<file path="config.mk">
export PLATFORM = sky130hd
export DESIGN_NAME = sram_log_writer
export DESIGN_NICKNAME = d
export VERILOG_FILES = /design/src/rtl/sram_log_pkg.sv /design/src/rtl/sram_log_packer.sv /design/src/rtl/sram_log_writer.sv
export SDC_FILE = /design/constraint.sdc
export NUM_CORES = 1
export LEC_CHECK = 0
export CORE_ASPECT_RATIO = 2
export CORE_MARGIN = 10
export CORE_UTILIZATION = 50
export DETAILED_ROUTE_END_ITERATION = 12
export GPL_TIMING_DRIVEN = 0
export PLACE_DENSITY_LB_ADDON = 0.15
export SYNTH_ARGS = -nofsm -noshare
export SYNTH_HDL_FRONTEND = slang
export SYNTH_HIERARCHICAL = 1
export SYNTH_SLANG_ARGS = --single-unit
</file>
<file path="constraint.sdc">
create_clock -name clk -period 4 [get_ports clk]
set_input_delay 0.6 -clock clk [delete_from_list [all_inputs] [get_ports clk]]
set_output_delay 0.6 -clock clk [all_outputs]
set_load 0.1 [all_outputs]
</file>
<file path="src/rtl/sram_log_pkg.sv">
// ============================================================================
// Module   : sram_log_pkg
// Brief    : Shared constants, write-side FSM encoding and byte-lane helper
//            for the sample RAM log writer.
// Revision : 1.0 - initial release
// ============================================================================
`default_nettype none

package sram_log_pkg;

  localparam int c_default_lanes = 4;

  typedef enum logic [0:0] {
    W_IDLE  = 1'b0,
    W_WRITE = 1'b1
  } wr_state_t;

  // True when byte b of the RAM word belongs to sample lane `lane`.
  function automatic logic lane_byte_en(input int b, input int lane, input int bytes_per_lane);
    return (b >= lane * bytes_per_lane) && (b < (lane + 1) * bytes_per_lane);
  endfunction

endpackage

`default_nettype wire

</file>
<file path="src/rtl/sram_log_packer.sv">
// ============================================================================
// Module   : sram_log_packer
// Brief    : Packs stream samples into RAM-word lanes and hands full or
//            flushed partial words to the holding stage.
// Revision : 1.0 - initial release
// ============================================================================
`default_nettype none

module sram_log_packer
  import sram_log_pkg::*;
#(
  parameter int DATA_W   = 128,
  parameter int SAMPLE_W = 32
) (
  input  logic                  clk,
  input  logic                  i_reset,
  input  logic                  i_enable,
  input  logic [SAMPLE_W-1:0]   i_snk_data,
  input  logic                  i_snk_valid,
  output logic                  o_snk_ready,
  input  logic                  i_flush,
  input  logic                  i_hold_busy,
  input  logic                  i_hold_free,
  output logic                  o_load,
  output logic [DATA_W-1:0]     o_load_data,
  output logic [DATA_W/8-1:0]   o_load_be
);

  localparam int c_lanes = DATA_W / SAMPLE_W;
  localparam int c_bpl   = SAMPLE_W / 8;
  localparam int c_be_w  = DATA_W / 8;
  localparam int c_cnt_w = $clog2(c_lanes + 1);

  logic [DATA_W-1:0]  r_pack;
  logic [c_be_w-1:0]  r_pack_be;
  logic [c_cnt_w-1:0] r_lane_cnt;
  logic               r_flush_pend;

  logic [DATA_W-1:0]  w_pack_data;
  logic [c_be_w-1:0]  w_pack_be;
  logic [c_cnt_w-1:0] w_lanes_after;
  logic               w_lane_last;
  logic               w_accept;
  logic               w_full;
  logic               w_flush_req;
  logic               w_flush_load;

  // The last lane may only be taken when holding is idle, so a full word
  // always has somewhere to go; waitrequest never reaches this path.
  assign w_lane_last = (r_lane_cnt == c_cnt_w'(c_lanes - 1));
  assign o_snk_ready = i_enable & ~i_reset & ~(w_lane_last & i_hold_busy) & ~r_flush_pend;
  assign w_accept    = i_snk_valid & o_snk_ready;

  always_comb begin
    w_pack_data = r_pack;
    w_pack_be   = r_pack_be;
    for (int l = 0; l < c_lanes; l++) begin
      if (w_accept && (r_lane_cnt == c_cnt_w'(l))) begin
        w_pack_data[l*SAMPLE_W +: SAMPLE_W] = i_snk_data;
        for (int b = 0; b < c_be_w; b++) begin
          if (lane_byte_en(b, l, c_bpl)) begin
            w_pack_be[b] = 1'b1;
          end
        end
      end
    end
  end

  assign w_lanes_after = w_accept ? (r_lane_cnt + c_cnt_w'(1)) : r_lane_cnt;
  assign w_full        = w_accept & w_lane_last;
  assign w_flush_req   = i_flush | r_flush_pend;
  // A flush coinciding with the last lane is absorbed by the full-word load.
  assign w_flush_load  = w_flush_req & (w_lanes_after != '0) & i_hold_free & ~w_full;

  assign o_load      = w_full | w_flush_load;
  assign o_load_data = w_pack_data;
  assign o_load_be   = w_pack_be;

  always_ff @(posedge clk) begin
    if (i_reset) begin
      r_pack       <= '0;
      r_pack_be    <= '0;
      r_lane_cnt   <= '0;
      r_flush_pend <= 1'b0;
    end else if (o_load) begin
      r_pack       <= '0;
      r_pack_be    <= '0;
      r_lane_cnt   <= '0;
      r_flush_pend <= 1'b0;
    end else begin
      r_pack       <= w_pack_data;
      r_pack_be    <= w_pack_be;
      r_lane_cnt   <= w_lanes_after;
      r_flush_pend <= w_flush_req & (w_lanes_after != '0);
    end
  end

endmodule

`default_nettype wire

</file>
<file path="src/rtl/sram_log_writer.sv">
// ============================================================================
// Module   : sram_log_writer
// Brief    : Avalon-MM write master logging packed sensor samples into a
//            circular region of the sample RAM.
// Revision : 1.0 - initial release
// ============================================================================
`default_nettype none

module sram_log_writer
  import sram_log_pkg::*;
#(
  parameter int DATA_W   = 128,
  parameter int SAMPLE_W = 32,
  parameter int ADDR_W   = 13,
  parameter int DEPTH    = 8000
) (
  input  logic                  clk,
  input  logic                  reset,
  input  logic                  enable,
  input  logic [SAMPLE_W-1:0]   snk_data,
  input  logic                  snk_valid,
  output logic                  snk_ready,
  input  logic                  flush,
  output logic [ADDR_W-1:0]     m_address,
  output logic [DATA_W/8-1:0]   m_byteenable,
  output logic                  m_chipselect,
  output logic                  m_write,
  output logic [DATA_W-1:0]     m_writedata,
  input  logic                  m_waitrequest,
  output logic [ADDR_W-1:0]     wr_ptr,
  output logic [ADDR_W:0]       word_count,
  output logic                  wrapped
);

  localparam logic [ADDR_W-1:0] c_last_ptr = ADDR_W'(DEPTH - 1);
  localparam logic [ADDR_W:0]   c_depth    = (ADDR_W + 1)'(DEPTH);

  generate
    if ((DATA_W % SAMPLE_W != 0) || (SAMPLE_W % 8 != 0) || (DEPTH > (1 << ADDR_W))) begin : g_bad_params
      $error("sram_log_writer: unsupported DATA_W/SAMPLE_W/DEPTH combination");
    end
  endgenerate

  wr_state_t             r_state;
  logic [ADDR_W-1:0]     r_m_address;
  logic [DATA_W/8-1:0]   r_m_byteenable;
  logic [DATA_W-1:0]     r_m_writedata;
  logic                  r_m_write;
  logic                  r_m_chipselect;
  logic [ADDR_W-1:0]     r_wr_ptr;
  logic [ADDR_W:0]       r_word_count;
  logic                  r_wrapped;

  logic                  w_hold_busy;
  logic                  w_hold_free;
  logic                  w_load;
  logic [DATA_W-1:0]     w_load_data;
  logic [DATA_W/8-1:0]   w_load_be;
  logic                  w_ptr_wrap;
  logic [ADDR_W-1:0]     w_ptr_next;

  assign w_hold_busy = (r_state == W_WRITE);
  assign w_hold_free = ~w_hold_busy | ~m_waitrequest;
  assign w_ptr_wrap  = (r_wr_ptr == c_last_ptr);
  assign w_ptr_next  = w_ptr_wrap ? '0 : (r_wr_ptr + ADDR_W'(1));

  sram_log_packer #(
    .DATA_W   (DATA_W),
    .SAMPLE_W (SAMPLE_W)
  ) u_packer (
    .clk         (clk),
    .i_reset     (reset),
    .i_enable    (enable),
    .i_snk_data  (snk_data),
    .i_snk_valid (snk_valid),
    .o_snk_ready (snk_ready),
    .i_flush     (flush),
    .i_hold_busy (w_hold_busy),
    .i_hold_free (w_hold_free),
    .o_load      (w_load),
    .o_load_data (w_load_data),
    .o_load_be   (w_load_be)
  );

  always_ff @(posedge clk) begin
    if (reset) begin
      r_state        <= W_IDLE;
      r_m_address    <= '0;
      r_m_byteenable <= '0;
      r_m_writedata  <= '0;
      r_m_write      <= 1'b0;
      r_m_chipselect <= 1'b0;
      r_wr_ptr       <= '0;
      r_word_count   <= '0;
      r_wrapped      <= 1'b0;
    end else begin
      case (r_state)
        W_IDLE: begin
          if (w_load) begin
            r_m_address    <= r_wr_ptr;
            r_m_byteenable <= w_load_be;
            r_m_writedata  <= w_load_data;
            r_m_write      <= 1'b1;
            r_m_chipselect <= 1'b1;
            r_state        <= W_WRITE;
          end
        end
        W_WRITE: begin
          if (!m_waitrequest) begin
            r_wr_ptr <= w_ptr_next;
            if (w_ptr_wrap) begin
              r_wrapped <= 1'b1;
            end
            if (r_word_count != c_depth) begin
              r_word_count <= r_word_count + (ADDR_W + 1)'(1);
            end
            // Back-to-back: the next word targets the pointer just advanced.
            if (w_load) begin
              r_m_address    <= w_ptr_next;
              r_m_byteenable <= w_load_be;
              r_m_writedata  <= w_load_data;
            end else begin
              r_m_write      <= 1'b0;
              r_m_chipselect <= 1'b0;
              r_state        <= W_IDLE;
            end
          end
        end
        default: r_state <= W_IDLE;
      endcase
    end
  end

  assign m_address    = r_m_address;
  assign m_byteenable = r_m_byteenable;
  assign m_writedata  = r_m_writedata;
  assign m_write      = r_m_write;
  assign m_chipselect = r_m_chipselect;
  assign wr_ptr       = r_wr_ptr;
  assign word_count   = r_word_count;
  assign wrapped      = r_wrapped;

endmodule

`default_nettype wire

</file>
# Yosys cells after proc, flatten, opt, wreduce, memory -nomap -nowiden
# Index checks and enable logic that the tools add are counted.
dict set report op_classes {
  eq_ne 9
  n_reduce_logical 12
  bitwise 18
  n_mux 27
  addsub 3
}
# op n
set op_table {}
lappend op_table {{two-way mux 128 bit} 2}
lappend op_table {{one-hot mux 128 bit (2 select lines)} 1}
lappend op_table {{two-way mux 32 bit} 4}
lappend op_table {{two-way mux 13 bit} 4}
lappend op_table {{two-way mux 16 bit} 2}
lappend op_table {{one-hot mux 16 bit (2 select lines)} 1}
lappend op_table {{one-hot mux 13 bit (2 select lines)} 1}
lappend op_table {{two-way mux 4 bit} 4}
lappend op_table {{adder 14 x 1 -> 14 bit, second input constant} 1}
lappend op_table {{!= test 14 x 13 -> 1 bit, second input constant} 1}
lappend op_table {{adder 13 x 1 -> 13 bit, second input constant} 1}
lappend op_table {{== test 13 bit, second input constant} 1}
lappend op_table {{AND reduction 3 bit} 4}
lappend op_table {{bitwise AND 1 bit} 9}
lappend op_table {{== test 3 x 2 -> 1 bit, second input constant} 2}
lappend op_table {{NOT 1 bit} 6}
lappend op_table {{two-way mux 1 bit} 5}
lappend op_table {{logical AND 1 bit} 4}
lappend op_table {{!= test 2 x 1 -> 1 bit, second input constant} 2}
lappend op_table {{!= test 2 bit, second input constant} 2}
lappend op_table {{one-hot mux 1 bit (2 select lines)} 2}
lappend op_table {{adder 3 x 1 -> 3 bit, second input constant} 1}
lappend op_table {{== test 3 x 1 -> 1 bit, second input constant} 1}
lappend op_table {{logical NOT 3 bit} 1}
lappend op_table {{other kinds (5)} 7}
dict set report totals {
  inputBits 38
  register_bits 335
  out_inout_bits 188
  wordCells 81
}

# Longest topological paths before layout
dict set report logic_depth {
  word_depth 15
  mapped_depth 14
  mapped_depth_nobuf 12
}

# By module
# Netlist, hierarchy kept.
# module cells_per_inst seq_area_each_um2 instances area_each_um2
set by_module_without_submodules {}
lappend by_module_without_submodules {sram_log_writer 914 3743.6 1 7168.1}
lappend by_module_without_submodules {sram_log_packer 526 2962.8 1 6409.9}

# Least setup slack after synthesis
# OpenSTA, ideal clock, no wires.
dict set report synth_timing {
  path_type {flip-flop to output port}
  start {reg u_packer.r_lane_cnt[0]}
  end {out snk_ready}
  path_stages_with_launch 5
  required_ns 3.400
  t_arrival_ns 3.007
  slack_ns 0.393
  n_path_buf 0
  path_cell_list {dfxtp_1 -> ha_1 -> ha_1 -> and2_1 -> nor3_1}
}
dict set report synth_via {
  elab_chain_cells 5
}
# element line_no
set synth_rtl {}
lappend synth_rtl {{start, declared} sram_log_packer.sv:36} ;# logic [c_cnt_w-1:0] r_lane_cnt;
lappend synth_rtl {{start signal, assigned} sram_log_packer.sv:93} ;# r_lane_cnt <= w_lanes_after;
lappend synth_rtl {{== test 3 x 2 -> 1 bit} sram_log_packer.sv:50} ;# assign w_lane_last = (r_lane_cnt == c_cnt_w'(c_lanes - 1));
lappend synth_rtl {{bitwise AND 1 bit} sram_log_packer.sv:51} ;# assign o_snk_ready = i_enable & ~i_reset & ~(w_lane_last & i_hold_busy) & ~r_flush_pend;
lappend synth_rtl {{NOT 1 bit} sram_log_packer.sv:51}
lappend synth_rtl {{bitwise AND 1 bit (2 in series)} sram_log_packer.sv:51}
lappend synth_rtl {{end, declared} sram_log_writer.sv:22} ;# output logic snk_ready,
# No other way between the ends.

# Worst setup path after layout
dict set report layout_timing {
  start {reg u_packer.r_lane_cnt[0]}
  end {reg r_m_address[1] (netlist: m_address[1])}
}
dict set report layout_via {
  elab_chain_cells 14
  elab_cells_between_ends 18
  classes_between {add/sub (1); eq/ne (3); mux (1); bitwise (11); reduce/logical (2)}
}
# element line_no
set layout_rtl {}
lappend layout_rtl {{== test 3 x 2 -> 1 bit} sram_log_packer.sv:50}
lappend layout_rtl {{bitwise AND 1 bit} sram_log_packer.sv:51}
lappend layout_rtl {{NOT 1 bit} sram_log_packer.sv:51}
lappend layout_rtl {{bitwise AND 1 bit (2 in series)} sram_log_packer.sv:51}
lappend layout_rtl {{bitwise AND 1 bit} sram_log_packer.sv:52} ;# assign w_accept = i_snk_valid & o_snk_ready;
lappend layout_rtl {{two-way mux 3 bit} sram_log_packer.sv:69} ;# assign w_lanes_after = w_accept ? (r_lane_cnt + c_cnt_w'(1)) : r_lane_cnt;
lappend layout_rtl {{nonzero test 3 bit} sram_log_packer.sv:73} ;# assign w_flush_load = w_flush_req & (w_lanes_after != '0) & i_hold_free & ~w_full;
lappend layout_rtl {{bitwise AND 1 bit (3 in series)} sram_log_packer.sv:73}
lappend layout_rtl {{bitwise OR 1 bit (*)} sram_log_packer.sv:75} ;# assign o_load = w_full | w_flush_load;
lappend layout_rtl {{via w_load} sram_log_writer.sv:56} ;# logic w_load;
lappend layout_rtl {{!= test 2 x 1 -> 1 bit (no source line)} n/a}
lappend layout_rtl {{AND reduction 3 bit (no source line) (*)} n/a}
lappend layout_rtl {{end signal, assigned} sram_log_writer.sv:100} ;# r_m_address <= r_wr_ptr;
lappend layout_rtl {{end signal, assigned} sram_log_writer.sv:119} ;# r_m_address <= w_ptr_next;
lappend layout_rtl {{end, declared} sram_log_writer.sv:45} ;# logic [ADDR_W-1:0] r_m_address;
# Mark *: on every way through the listed nets, which the timed path passes. The rest lies on a longest branch.
# A chain may end at the register's enable or synchronous reset.

==> metrics.csv <==
metric;value;unit
CP Cell Sequence;ha_1, ha_1, and3b_1, and4_2, a211oi_2, buf_2, or2_2, inv_1, ha_1, a211oi_1, clkbuf_1, nor2_1, a211oi_1;
Hold Crit Start;u_packer/r_pack_be[13];
first-pass GRT wire length;68200;um
total congestion overflow;0;
area grow syn2layout;26.8;%
CTS Buf Count;29;
Req. time, crit path;4.46;ns
most frequent CP cell;ha_1;
Psw;1.77;mW
share of layout cells above drive strength 1;16.2;%
Tot GR Track Use;25.7;%
r2r startpoint;u_packer/r_lane_cnt[0];
Initial Util;50.5;%
GPL Wtd Cong;0.947;
die area;34500;sq um
1st-pass router iterations;5;
die extent in x;137;um
Detail Route Antenna Nets;0;
DRC violations left;0;
CP max stage delay;0.55;ns
Worst Hold Class;reg -> reg;
status;finished clean;
Worst setup SP type;flip-flop;
Mapped Area;13600;sq um
leakage power;6.00;nW
Final Setup Violations;0;
post-synth cell types;59;
switching part of the total;25.8;%
CTS tree;yes;
clock latency on the worst-skew pair;0.57;ns
Slew @ Worst Pin;1.09;ns
cell internal pwr;5.11;mW
fillers;2292;
Setup CP Type;reg -> reg;
ys flop type;dfxtp_1;
WP buf/inv;3;
register area share after synthesis;49.4;%
fin util;64.0;%
Antenna Cells;0;
via count;11300;
Seq pwr share;49.3;%
final worst-path cycle share;95.2;%
RSZ-0062 raised after global routing;false;
slew margin rel.;27.2;%
vias in the first global route;11700;
Hold Vio Cnt, Final;0;
synthesized area per cell;9.43;sq um
delay-heaviest family, CP;buffers and inverters;
WP data arrival;4.27;ns
pin count of the biggest net entering global routing;19;
Final HPWL DP;34800;um
Yosys warnings;6;
CTS sink cnt;335;
Fmax;263;MHz
crit path max fanout;10;
maximum vdd drop;0.395;mV
nature of the critical path endpoint;flip-flop;
PwrDens;399;nW/um^2
clock skew;0.0181;ns
minimum clock period;3.81;ns
Max-Cap Viols;0;
CP Launch Point;u_packer/r_lane_cnt[0];
Post-CTS Setup Inserts;0;
total power;6.88;mW
core area;26900;sq um
Max stage delay cell, worst path;clkbuf_1;
initial antenna violation count;0;
port bufs;224;
clock-pin slew on the worst setup and hold paths;0.07;ns
cts hold-fix bufs;0;
Mapped Cells;1440;
Clock power frac;41.1;%
Final Max Slew Viols;0;
Root Buffer;clkbuf_16;
htree depth;1;
Seq cells post-synth;335;
drt first-iter violations;497;
number of synthesized flops with an enable pin;0;
worst-case clock buffer depth;3;
post-DR vias/cell;5.50;
WL/cell;22.0;um
Die Height;253;um
Async S/R FF share, synth;0;%
layout net count;1742;
# rows;85;
I/O Pins;226;
overall routed net length;45300;um
Combinational Power Share;9.6;%
syn nets;1488;
-- cells by family (layout without fill, tap and decap cells) --
group	after synthesis	count (layout)	synth area share (%)
AOI/OAI and AO/OA	219	219	8.80
xor gates and xnor gates	12	12	0.774
adders and majority gates	10	10	0.921
buffers and inverters	129	404	4.05
DFF	335	335	49.4
muxes	132	132	11.7
and+or+nand+nor	603	603	24.4
-- routing by layer --
layer  GRT usage (%)  vias to the layer above  part of all wire, %
li1                -                     5446                    -
met1            23.4                     5462                   32
met2            50.9                      336                   57
met3            4.86                      101                  6.0
met4            12.9                        0                  5.0
met5               0                        -                    0
-- area by class of cell --
type	instances	area [sq um]	area share, %
Tap cell	348	435	2.53
Multi-Input combinational cell	976	6340	36.8
Buffer	112	495	2.88
Timing Repair Buffer	224	2240	13.0
Inverter	16	60.1	0.349
Sequential cell	335	6710	38.9
Clock inverter	11	116	0.676
Clock buffer	41	821	4.77
-- placed cells by master (no fill, tap or decap), types with 5 or more instances in the layout --
cell             Yosys  final
a211oi_1            12     11
a21oi_1            171    170
buf_1                8      5
buf_2               25     26
clkbuf_1            74     77
clkbuf_16            0     29
clkbuf_8             0      5
clkdlybuf4s50_1      0    224
clkinv_2             0      5
dfxtp_1            335    335
ha_1                10     10
inv_1               15     15
mux2_2             103    103
mux2_4              26     26
nand2_1            314    314
nand2b_1             6      6
nand3_1             16     16
nand4_1             10     10
nor2_1              30     30
nor3_1              14     14
nor3b_1            111    110
nor3b_2             32     33
nor4_1              10     10
o21ai_0             15     15
or2_2               19     19
or3_1                8      8
xnor2_1              8      8
-- synth_stat cells (3+ instances only) --
cell type | n | area (sq um)
nor3_1 | 14 | 70.1
o31ai_1 | 3 | 22.5
or3_1 | 8 | 50.1
buf_4 | 3 | 22.5
dfxtp_1 | 335 | 6710
nor2_1 | 30 | 113
mux2_4 | 26 | 390
inv_1 | 15 | 56.3
nor2b_1 | 4 | 25.0
nor4_1 | 10 | 62.6
or2_2 | 19 | 119
ha_1 | 10 | 125
and4_1 | 3 | 26.3
or4_1 | 3 | 22.5
nor3b_2 | 32 | 400
buf_2 | 25 | 125
xnor2_1 | 8 | 70.1
nand4_1 | 10 | 62.6
buf_1 | 8 | 30.0
a31oi_1 | 4 | 25.0
mux2_2 | 103 | 1160
nand2_1 | 314 | 1180
a211oi_1 | 12 | 90.1
o21ai_0 | 15 | 75.1
clkbuf_1 | 74 | 278
nand3_1 | 16 | 80.1
a311oi_1 | 4 | 35.0
nor3b_1 | 111 | 833
a21oi_1 | 171 | 856
nand2b_1 | 6 | 37.5
buf_6 | 3 | 33.8
xor2_1 | 4 | 35.0
-- power by group through the flow --
stage | logic [mW] | registers (mW) | clock network (mW)
final | 0.658 | 3.39 | 2.83
after global routing | 0.690 | 3.39 | 2.98
after CTS | 0.657 | 3.39 | 2.86
after detailed placement | 0.653 | 3.47 | 0
after global placement | 0.647 | 3.47 | 0
after floorplan | 0.269 | 3.61 | 0
-- path summary, 6_finish.rpt --
kind	end	slack [ns]	cells past startpoint
worst max-delay path	m_address[1]	0.19	13
worst max register to register	m_address[1]	0.19	13
worst min register to register	u_packer/r_pack_be[13]	0.43	2
worst min-delay path	u_packer/r_pack_be[13]	0.43	2
-- registers in the layout, indices dropped and copies added (netlist names) --
name and count:
u_packer/r_flush_pend 1, wrapped 1, m_address 13, word_count 14, u_packer/r_pack 128, m_writedata 128, wr_ptr 13, m_chipselect 1
u_packer/r_lane_cnt 3, u_packer/r_pack_be 16, r_state 1, m_byteenable 16
-- worst reg2reg max path, cell delays in order (launching register included) --
cell	delay, ns
dfxtp_1	0.37
ha_1	0.22
ha_1	0.28
and3b_1	0.17
and4_2	0.25
a211oi_2	0.34
buf_2	0.38
or2_2	0.19
inv_1	0.10
ha_1	0.23
a211oi_1	0.27
clkbuf_1	0.55
nor2_1	0.10
a211oi_1	0.27
-- metrics by stage --
step	area [sq um]	hold slack [ns]	setup WS [ns]	TNS, ns	std cells
6_report	17200	0.433	0.193	0	2063
5_1_grt	17200	0.454	0.0395	0	2063
4_1_cts	17200	0.424	0.0126	0	2063
3_5_place_dp	16300	0.418	-1.27	-131.54	2012
3_3_place_gp	16300	0.416	-1.20	-126.55	2012
2_1_floorplan	13600	0.405	0.393	0	1440
-- repair_timing --
| action | 4_1_cts | 5_1_grt |
|---|---|---|
| hold endpoints to repair | 0 | 0 |
| gates resized for setup | 7 | 4 |
| setup endpoints to repair | 145 | 153 |
| pin swaps | 0 | 0 |
Power figures use the tool's default switching activity.
